==> src/rtl/arith_pkg.sv <==
// Shared arithmetic-unit definitions: operand widths, carry-select block size
// and the divider state encoding.
package arith_pkg;

   localparam int DIV_WIDTH = 64;
   localparam int CSA_BLOCK = 8;

   typedef enum logic [1:0] {
      IDLE = 2'd0,
      RUN  = 2'd1,
      DONE = 2'd2
   } div_state_t;

endpackage

==> src/rtl/seq_divider_64_if.sv <==
// Request/result bundle of the sequential divider; the requester drives the
// operands and start, the divider returns status and results.
interface seq_divider_64_if #(parameter int WIDTH = arith_pkg::DIV_WIDTH);

   logic             start;
   logic [WIDTH-1:0] dividend;
   logic [WIDTH-1:0] divisor;
   logic             busy;
   logic             done;
   logic [WIDTH-1:0] quotient;
   logic [WIDTH-1:0] remainder;
   logic             div_by_zero;

   modport master (
      output start, dividend, divisor,
      input  busy, done, quotient, remainder, div_by_zero
   );

   modport slave (
      input  start, dividend, divisor,
      output busy, done, quotient, remainder, div_by_zero
   );

endinterface

==> src/rtl/block_csa_sub.sv <==
// WIDTH-bit subtractor a - b built as a + ~b + 1 over carry-select blocks of
// CSA_BLOCK bits; borrow_out is the inverted final carry.
module block_csa_sub
   import arith_pkg::*;
#(
   parameter int WIDTH = DIV_WIDTH
) (
   input  logic [WIDTH-1:0] a,
   input  logic [WIDTH-1:0] b,
   output logic [WIDTH-1:0] diff,
   output logic             borrow_out
);

   localparam int NBLK = WIDTH / CSA_BLOCK;
   localparam logic [CSA_BLOCK:0] ONE = {{CSA_BLOCK{1'b0}}, 1'b1};

   logic [WIDTH-1:0] b_inv;
   logic [NBLK:0]    carry;

   assign b_inv    = ~b;
   assign carry[0] = 1'b1;

   for (genvar g = 0; g < NBLK; g++) begin : g_blk
      logic [CSA_BLOCK:0] sum0;
      logic [CSA_BLOCK:0] sum1;

      // Both carry-in cases are formed up front; the ripple only drives the muxes.
      assign sum0 = {1'b0, a[g*CSA_BLOCK +: CSA_BLOCK]} + {1'b0, b_inv[g*CSA_BLOCK +: CSA_BLOCK]};
      assign sum1 = {1'b0, a[g*CSA_BLOCK +: CSA_BLOCK]} + {1'b0, b_inv[g*CSA_BLOCK +: CSA_BLOCK]} + ONE;

      assign diff[g*CSA_BLOCK +: CSA_BLOCK] = carry[g] ? sum1[CSA_BLOCK-1:0] : sum0[CSA_BLOCK-1:0];
      assign carry[g+1]                     = carry[g] ? sum1[CSA_BLOCK]     : sum0[CSA_BLOCK];
   end

   assign borrow_out = ~carry[NBLK];

endmodule

==> src/rtl/seq_divider_64.sv <==
// Iterative unsigned restoring divider: one quotient bit per clock, with the
// carry-select subtractor as the trial-subtract stage.
module seq_divider_64
   import arith_pkg::*;
#(
   parameter int WIDTH = DIV_WIDTH
) (
   input  logic             clk,
   input  logic             rst,
   seq_divider_64_if.slave  bus
);

   localparam int             CW   = $clog2(WIDTH);
   localparam logic [CW-1:0]  LAST = CW'(WIDTH - 1);

   div_state_t       state;
   div_state_t       state_next;

   logic [WIDTH-1:0] q;
   logic [WIDTH-1:0] r;
   logic [WIDTH-1:0] d;
   logic [CW-1:0]    count;
   logic             dbz;

   logic             load;
   logic             load_dbz;
   logic             step;

   logic [WIDTH:0]   trial;
   logic [WIDTH-1:0] diff;
   logic             borrow;
   logic             fits;

   // The extra top bit is the shifted-out R MSB; when set, T exceeds any D.
   assign trial = {r, q[WIDTH-1]};
   assign fits  = trial[WIDTH] | ~borrow;

   block_csa_sub #(.WIDTH(WIDTH)) u_sub (
      .a          (trial[WIDTH-1:0]),
      .b          (d),
      .diff       (diff),
      .borrow_out (borrow)
   );

   // NOTE: every signal written here gets a default first so no latch is inferred.
   always_comb begin
      state_next = state;
      load       = 1'b0;
      load_dbz   = 1'b0;
      step       = 1'b0;
      case (state)
         IDLE, DONE: begin
            state_next = IDLE;
            if (bus.start) begin
               if (bus.divisor == '0) begin
                  load_dbz   = 1'b1;
                  state_next = DONE;
               end else begin
                  load       = 1'b1;
                  state_next = RUN;
               end
            end
         end
         RUN: begin
            step = 1'b1;
            if (count == LAST) state_next = DONE;
         end
         default: state_next = IDLE;
      endcase
   end

   // NOTE: sequential state uses non-blocking assignments so all registers update together.
   always_ff @(posedge clk) begin
      if (rst) state <= IDLE;
      else     state <= state_next;
   end

   always_ff @(posedge clk) begin
      if (rst) begin
         q     <= '0;
         r     <= '0;
         d     <= '0;
         count <= '0;
         dbz   <= 1'b0;
      end else if (load) begin
         q     <= bus.dividend;
         r     <= '0;
         d     <= bus.divisor;
         count <= '0;
         dbz   <= 1'b0;
      end else if (load_dbz) begin
         q     <= '1;
         r     <= bus.dividend;
         dbz   <= 1'b1;
      end else if (step) begin
         q     <= {q[WIDTH-2:0], fits};
         r     <= fits ? diff : trial[WIDTH-1:0];
         count <= count + CW'(1);
      end
   end

   assign bus.busy        = (state == RUN);
   assign bus.done        = (state == DONE);
   assign bus.quotient    = q;
   assign bus.remainder   = r;
   assign bus.div_by_zero = dbz;

endmodule

==> src/flat_wrapper.sv <==
// flat-port wrapper written by rule: the top's interface ports become plain ports
module seq_divider_64_flat import arith_pkg::*;
#(
   parameter int WIDTH = DIV_WIDTH
)
  (clk, rst, bus_start, bus_dividend, bus_divisor, bus_busy, bus_done, bus_quotient, bus_remainder, bus_div_by_zero);
  seq_divider_64_if #(.WIDTH(WIDTH)) bus_i ();
  input  logic clk;
  input  logic rst;
  input wire logic [$bits(bus_i.start)-1:0] bus_start;
  input wire logic [$bits(bus_i.dividend)-1:0] bus_dividend;
  input wire logic [$bits(bus_i.divisor)-1:0] bus_divisor;
  output wire logic [$bits(bus_i.busy)-1:0] bus_busy;
  output wire logic [$bits(bus_i.done)-1:0] bus_done;
  output wire logic [$bits(bus_i.quotient)-1:0] bus_quotient;
  output wire logic [$bits(bus_i.remainder)-1:0] bus_remainder;
  output wire logic [$bits(bus_i.div_by_zero)-1:0] bus_div_by_zero;
  assign bus_i.start = bus_start;
  assign bus_i.dividend = bus_dividend;
  assign bus_i.divisor = bus_divisor;
  assign bus_busy = bus_i.busy;
  assign bus_done = bus_i.done;
  assign bus_quotient = bus_i.quotient;
  assign bus_remainder = bus_i.remainder;
  assign bus_div_by_zero = bus_i.div_by_zero;
  seq_divider_64 #(.WIDTH(WIDTH)) u_core (.clk(clk), .rst(rst), .bus(bus_i));
endmodule
==> config.mk <==
export PLATFORM = sky130hd
export DESIGN_NAME = seq_divider_64_flat
export DESIGN_NICKNAME = d
export VERILOG_FILES = /design/src/rtl/arith_pkg.sv /design/src/rtl/seq_divider_64_if.sv /design/src/rtl/block_csa_sub.sv /design/src/rtl/seq_divider_64.sv /design/src/flat_wrapper.sv
export SDC_FILE = /design/constraint.sdc
export NUM_CORES = 1
export LEC_CHECK = 0
export CORE_MARGIN = 5
export CORE_UTILIZATION = 48
export CTS_CLUSTER_DIAMETER = 100
export CTS_CLUSTER_SIZE = 25
export DETAILED_ROUTE_END_ITERATION = 10
export GPL_TIMING_DRIVEN = 0
export PLACE_DENSITY = 0.82
export SYNTH_ARGS = -nofsm -noshare
export SYNTH_HDL_FRONTEND = slang
export SYNTH_HIERARCHICAL = 1
export SYNTH_SLANG_ARGS = --single-unit
==> constraint.sdc <==
create_clock -name clk -period 5.8 [get_ports clk]
set_input_delay 1.16 -clock clk [delete_from_list [all_inputs] [get_ports clk]]
set_output_delay 1.16 -clock clk [all_outputs]
set_load 0.05 [all_outputs]
* Yosys cells after proc, flatten, opt, wreduce, memory -nomap -nowiden
Cells that the tools add are included.
** Word-level totals
- Bits in read-only memories :: 0
- Memories kept :: 0
- Bits in latches :: 0
- Flip-flop bits (word level) :: 201
- RAM bits :: 0
- Logic and storage cells :: 68
** Cells by class
- Div/mod/pow operators :: 0
- Multiplexer cells :: 31
- Reduce and logical (&&, ||, !) cells :: 7
- Shifts and indexed selects :: 0
- Multiply operators :: 0
- $add $sub $neg :: 17
- $lt $le $gt $ge :: 0
- Bitwise operators :: 3
- Equal/unequal tests :: 4
** Operator list (number)
- 2-to-1 mux 64 bit :: 6
- adder 8 x 8 -> 9 bit :: 8
- adder 9 x 1 -> 9 bit (second input constant) :: 8
- logical NOT 64 bit :: 1
- inverter 64 bit :: 1
- 2-to-1 mux 8 bit :: 7
- 2-to-1 mux 1 bit :: 14
- adder 6 x 1 -> 6 bit (second input constant) :: 1
- equality test 6 bit (second input constant) :: 1
- 2-to-1 mux 2 bit :: 3
- case mux 2 bit (2 select lines) :: 1
- OR reduction 2 bit :: 2
- nonzero test 3 bit :: 1
- equality test 2 x 1 -> 1 bit (second input constant) :: 1
- equality test 2 bit (second input constant) :: 1
- logical NOT 2 bit :: 1
- != test 2 x 1 -> 1 bit (second input constant) :: 1
- AND reduction 2 bit :: 1
- nonzero test 2 bit :: 1
- inverter 1 bit :: 1
- OR 1 bit :: 1

* Depth between registers and ports, before layout
- Depth in word-level cells :: 14
- Depth in mapped cells :: 22

* Cells and area by module
The synthesis kept the hierarchy.
** By module, submodules not included
- seq_divider_64 :: sequential area each 4023.9 um^2, area an instance 8929.8 um^2, times used 1, cells each 1067
- block_csa_sub :: sequential area each 0.0 um^2, area an instance 4096.4 um^2, times used 1, cells each 590

* Worst setup path before layout
Ideal clock, no wire load.
- Path kind :: flip-flop to flip-flop
- Start point :: reg u_core.r[7], in the netlist u_core/bus.remainder[7]
- End point :: reg u_core.r[25], in the netlist u_core/bus.remainder[25]
- Period minus slack after synthesis :: 5803 ps
- Stages on the path, launching flop included :: 22
- Library setup time :: 117 ps
- Arrival :: 5686 ps
- Setup slack :: -3 ps
- Cells stage by stage :: dfxtp_1 > ha_1 > inv_1 > fa_1 > nor2b_1 > o31a_1 > o21ai_0 > a2111oi_4 > a31oi_1 > nor3_2 > mux2i_1 > mux2i_1 > mux2i_2 > mux2i_4 > mux2i_1 > xnor2_1 > nand2b_1 > clkbuf_1 > buf_1 > mux2i_1 > o21ai_0 > a22o_1
** On the way
- Word-level cells in the longest chain between the ends :: 13
- Elaborated cells on any way between the ends :: 14
** Ends and longest elaborated chain
- start: declaration :: RTL line seq_divider_64.sv:20 : logic [WIDTH-1:0] r;
- start signal: assignment :: RTL line seq_divider_64.sv:93 : r <= bus.dividend;
- start signal: assignment :: RTL line seq_divider_64.sv:97 : r <= fits ? diff : trial[WIDTH-1:0];
- adder 8 x 8 -> 9 bit * :: RTL line block_csa_sub.sv:28, block_csa_sub.sv:29
- adder 9 x 1 -> 9 bit :: RTL line block_csa_sub.sv:29 : assign sum1 = {1'b0, a[g*CSA_BLOCK +: CSA_BLOCK]} + {1'b0, b_inv[g*CSA_BLOCK +: CSA_BLOCK]} + ONE;
- 2-to-1 mux 1 bit * (2 in a row) :: RTL line block_csa_sub.sv:32 : assign carry[g+1] = carry[g] ? sum1[CSA_BLOCK] : sum0[CSA_BLOCK];
- 2-to-1 mux 1 bit (5 in a row) :: RTL line block_csa_sub.sv:32
- OR 1 bit :: RTL line seq_divider_64.sv:36 : assign fits = trial[WIDTH] | ~borrow;
- 2-to-1 mux 64 bit * :: RTL line seq_divider_64.sv:97
- 2-to-1 mux 64 bit * :: RTL line seq_divider_64.sv:95 : end else if (step) begin
- 2-to-1 mux 64 bit * :: RTL line seq_divider_64.sv:91 : end else if (load_dbz) begin
Every way passes the cells marked *; elsewhere a longest branch is shown, timed or not. The select of a mux whose other input is x is not followed.
A chain may end at the register's enable or synchronous reset.

* Worst setup path in the final report
- Start point :: reg u_core.q[63], in the netlist u_core/bus.quotient[63]
- End point :: reg u_core.r[59], in the netlist u_core/bus.remainder[59]
** On the way
- Word-level cells in the longest chain between the ends :: 13
- Elaborated cells on any way between the ends :: 14
** Ends and longest elaborated chain
- start: declaration :: RTL line seq_divider_64.sv:19 : logic [WIDTH-1:0] q;
- start signal: assignment :: RTL line seq_divider_64.sv:86 : q <= bus.dividend;
- start signal: assignment :: RTL line seq_divider_64.sv:96 : q <= {q[WIDTH-2:0], fits};
- adder 8 x 8 -> 9 bit * :: RTL line block_csa_sub.sv:29
- adder 9 x 1 -> 9 bit * :: RTL line block_csa_sub.sv:29
- 2-to-1 mux 1 bit * (6 in a row) :: RTL line block_csa_sub.sv:32
- 2-to-1 mux 1 bit :: RTL line block_csa_sub.sv:32
- OR 1 bit :: RTL line seq_divider_64.sv:36
- 2-to-1 mux 64 bit * :: RTL line seq_divider_64.sv:97
- 2-to-1 mux 64 bit * :: RTL line seq_divider_64.sv:95
- 2-to-1 mux 64 bit * :: RTL line seq_divider_64.sv:91
Marked as above.

==> flow_summary.ini <==
[setup_path]
rr_startpoint = u_core/bus.quotient[63]
worstPathRequired_ns = 6.17
startpoint = u_core/bus.quotient[63]
endpoint = u_core/bus.remainder[59]
path_max_fanout = 10
worstSetupStartpointType = flop
r2r_cells = 23
crit_arrival_ns = 5.95
crit_type = flop to flop
endpoint_kind = flop
r2r_end = u_core/bus.remainder[59]
regToRegSetupSlack_ns = 0.22

[timing]
period_share = 0.962
clock_skew_ns = 0.0312
max_freq_mhz = 179
layout_setup_ws_ns = 0.219
relSlewSlack = -0.0241
setup_violations = 0
worst_slew_pin_slew_ns = 1.53
finalCriticalPeriod_ns = 5.58
drv_slew = 10
finalHoldViolations = 0

[clock_tree]
cts_sinks = 201
cts_hold_buf = 0
cts_tree = yes
h-tree-depth = 1
clk_pin_slew_ns = 0.10
cts-buffers-inserted = 12
cts-root-buf = clkbuf_16
clockBufferDepth = 3
clock_latency_ns = 0.49

[drt]
totalWireLength_microns = 43400
ant_nets = 0
firstDrtPassIters = 5
routedWlPerCell_microns = 19.0
first_iter_violations = 1171
drc = 0
viasPerCell = 5.89
num_vias = 13500

[logic_synthesis]
synthesis.area_sq_mm = 0.0130
async_flop_share = 0
yosysUniqueCellTypes = 63
yosysSeqAreaShare = 0.309
synthCells = 1657
synth_nets = 1868
synth_edf_count = 0
syn_avg_cell_area_sq_um = 7.86
ys_warn_count = 6
synth-seq-cells = 201
synth-main-ff-cell = dfxtp_1

[placed_design]
gp_congestion = 0.898
place_ws_ns = -1.21
dp_hpwl_microns = 33400
port-buffer-count = 261

[final_layout]
drive_gt1_frac = 0.0304
final_common_cell = clkdlybuf4s50_1
nFillCells = 2348
nNetsFinal = 2149
synthToLayoutAreaGrowth_pct = 26.8
mostFrequentLayoutCells = 261 x clkdlybuf4s50_1, 201 x dfxtp_1, 176 x inv_1, 168 x a21oi_1, 166 x nand2_1
final_util = 0.616

[global_route]
grt_max_degree = 26
gr-usage-all-layers = 0.265
grt_pass1_wl_microns = 67400
antenna_found_initial = 2
grt_pass1_vias = 13000
grt-ovfl-total = 0

[floorplan]
die-area_sq_mm = 0.0305
die_h_microns = 175
core-area_sq_mm = 0.0268
ioPinCount = 262
fp.dieW_microns = 175
row_count = 60
start_util = 0.486

[status]
status = complete, but fails checks
failed_checks = max-capacitance violations, max-slew violations

[power]
switching_share = 0.337
vdd_drop_max_v = 0.000147
p_leak_nw = 6.27
p_seq_frac = 0.451
power_density_mw_per_mm2 = 202
p_int_mw = 2.21
p_switching_mw = 1.12
power.clock.fraction = 0.277
pwr-share-comb = 0.272

[hold_path]
hold_path_class = flop to flop

[job]
drv_cap = 1
worst max-delay path: stages (launching register included):
cell and delay, ns:
dfxtp_1 0.44, inv_1 0.07, ha_1 0.23, fa_1 0.41
nor2b_1 0.17, o31a_1 0.20, o21a_1 0.28, nor3b_4 0.30
a31oi_1 0.16, nor3_2 0.12, buf_4 0.16, mux2i_2 0.31
mux2i_2 0.43, mux2i_2 0.24, buf_4 0.16, mux2i_4 0.27
mux2i_1 0.25, xnor2_1 0.10, nand2b_1 0.12, buf_6 0.23
buf_4 0.25, mux2i_1 0.25, o21ai_0 0.10, a22o_1 0.20
how the worst min path moves through the flow:
| stage | cells after the start | to | start | slack [ns] |
|---|---|---|---|---|
| 6_report | 2 | u_core/d[13] | u_core/d[13] | 0.48 |
| 5_1_grt | 2 | u_core/d[14] | u_core/d[14] | 0.50 |
| 4_1_cts | 2 | u_core/d[18] | u_core/d[18] | 0.48 |
| 3_5_place_dp | 2 | u_core/d[39] | u_core/d[39] | 0.47 |
| 3_3_place_gp | 2 | u_core/d[15] | u_core/d[15] | 0.46 |
| 2_1_floorplan | 2 | u_core/d[10] | u_core/d[10] | 0.45 |
area by class of cell:
| cell class | instances | area [sq um] | area share |
|---|---|---|---|
| Inverter | 177 | 664 | 0.0402 |
| Multi-Input combinational cell | 1171 | 7890 | 0.477 |
| Timing Repair Buffer | 267 | 2660 | 0.161 |
| Clock inverter | 4 | 31.3 | 0.00189 |
| Clock buffer | 13 | 325 | 0.0197 |
| Tap cell | 341 | 427 | 0.0258 |
| Buffer | 108 | 499 | 0.0302 |
| Sequential cell | 201 | 4020 | 0.244 |
| Antenna cell | 2 | 5.00 | 0.000303 |
registers in the layout, summed over array words and instances (netlist names):
signal,flops
u_core/bus.div_by_zero,1
u_core/bus.quotient,64
u_core/bus.remainder,64
u_core/state,2
u_core/count,6
u_core/d,64
cell families (layout without fill, tap and decap cells):
group,after synthesis,count (layout),synth area share
flip-flops,201,201,0.309
XOR/XNOR,97,97,0.0652
buffers and inverters,285,569,0.0866
adder cells (fa/ha/maj),80,80,0.0815
AO/OA/AOI/OAI,509,509,0.247
AND/OR/NAND/NOR,407,407,0.149
other,0,2,0
multiplexers,78,78,0.0616
power by group through the flow:
stage	Clock (mW)	Combinational, mW	Sequential, mW
finish	0.924	0.904	1.50
detailed placement	0	0.882	1.53
global route	0.987	0.969	1.51
CTS	0.937	0.888	1.50
floorplan	0	0.418	1.66
global placement	0	0.867	1.53
stage by stage:
stage          total power [mW]  hold slack [ns]  cells  TNS (ns)  instance area [sq um]
2_1_floorplan              2.07            0.454   1657         0                  13000
4_1_cts                    3.33            0.483   2278         0                  16500
3_5_place_dp               2.41            0.469   2259    -53.68                  16100
5_1_grt                    3.47            0.497   2284   -0.0422                  16500
6_report                   3.33            0.485   2284         0                  16500
3_3_place_gp               2.40            0.462   2259    -49.09                  16100
cells in the mapped netlist, drive strengths merged, types with 4 or more instances:
| cell | instances | share of area |
|---|---|---|
| or3 | 5 | 0.0024 |
| a21o | 17 | 0.0098 |
| fa | 8 | 0.012 |
| o21bai | 13 | 0.0075 |
| a221oi | 63 | 0.042 |
| nor2 | 53 | 0.015 |
| nor3 | 22 | 0.0097 |
| nor4 | 18 | 0.0091 |
| dfxtp | 201 | 0.31 |
| buf | 29 | 0.013 |
| a22o | 64 | 0.043 |
| clkbuf | 79 | 0.023 |
| nor2b | 11 | 0.0053 |
| and3 | 4 | 0.0019 |
| inv | 177 | 0.051 |
| xor2 | 39 | 0.026 |
| ha | 72 | 0.069 |
| xnor2 | 58 | 0.039 |
| a21oi | 168 | 0.065 |
| o31a | 4 | 0.0027 |
| a211oi | 5 | 0.0029 |
| nand2 | 166 | 0.048 |
| o21ai | 150 | 0.058 |
| o21a | 9 | 0.0052 |
| nor3b | 6 | 0.0038 |
| mux2i | 77 | 0.060 |
| and2 | 4 | 0.0019 |
| nand4 | 16 | 0.0077 |
| nand3 | 79 | 0.030 |
| nand2b | 9 | 0.0043 |
what timing repair did:
action                                  CTS  global route
buffers inserted                          2             4
gates resized for setup                   9             9
endpoints found under the setup margin   65            64
pin swaps                                 1             0
hold endpoints to repair                  0             0
metal layers:
layer | vias to the layer above | track usage | wire length [microns]
met5 | - | 0 | 0
met1 | 6381 | 0.349 | 18600
li1 | 6409 | - | -
met2 | 577 | 0.450 | 20300
met3 | 96 | 0.0366 | 3050
met4 | 0 | 0.0871 | 1420
Note: power is estimated with default switching activity, not from simulation.
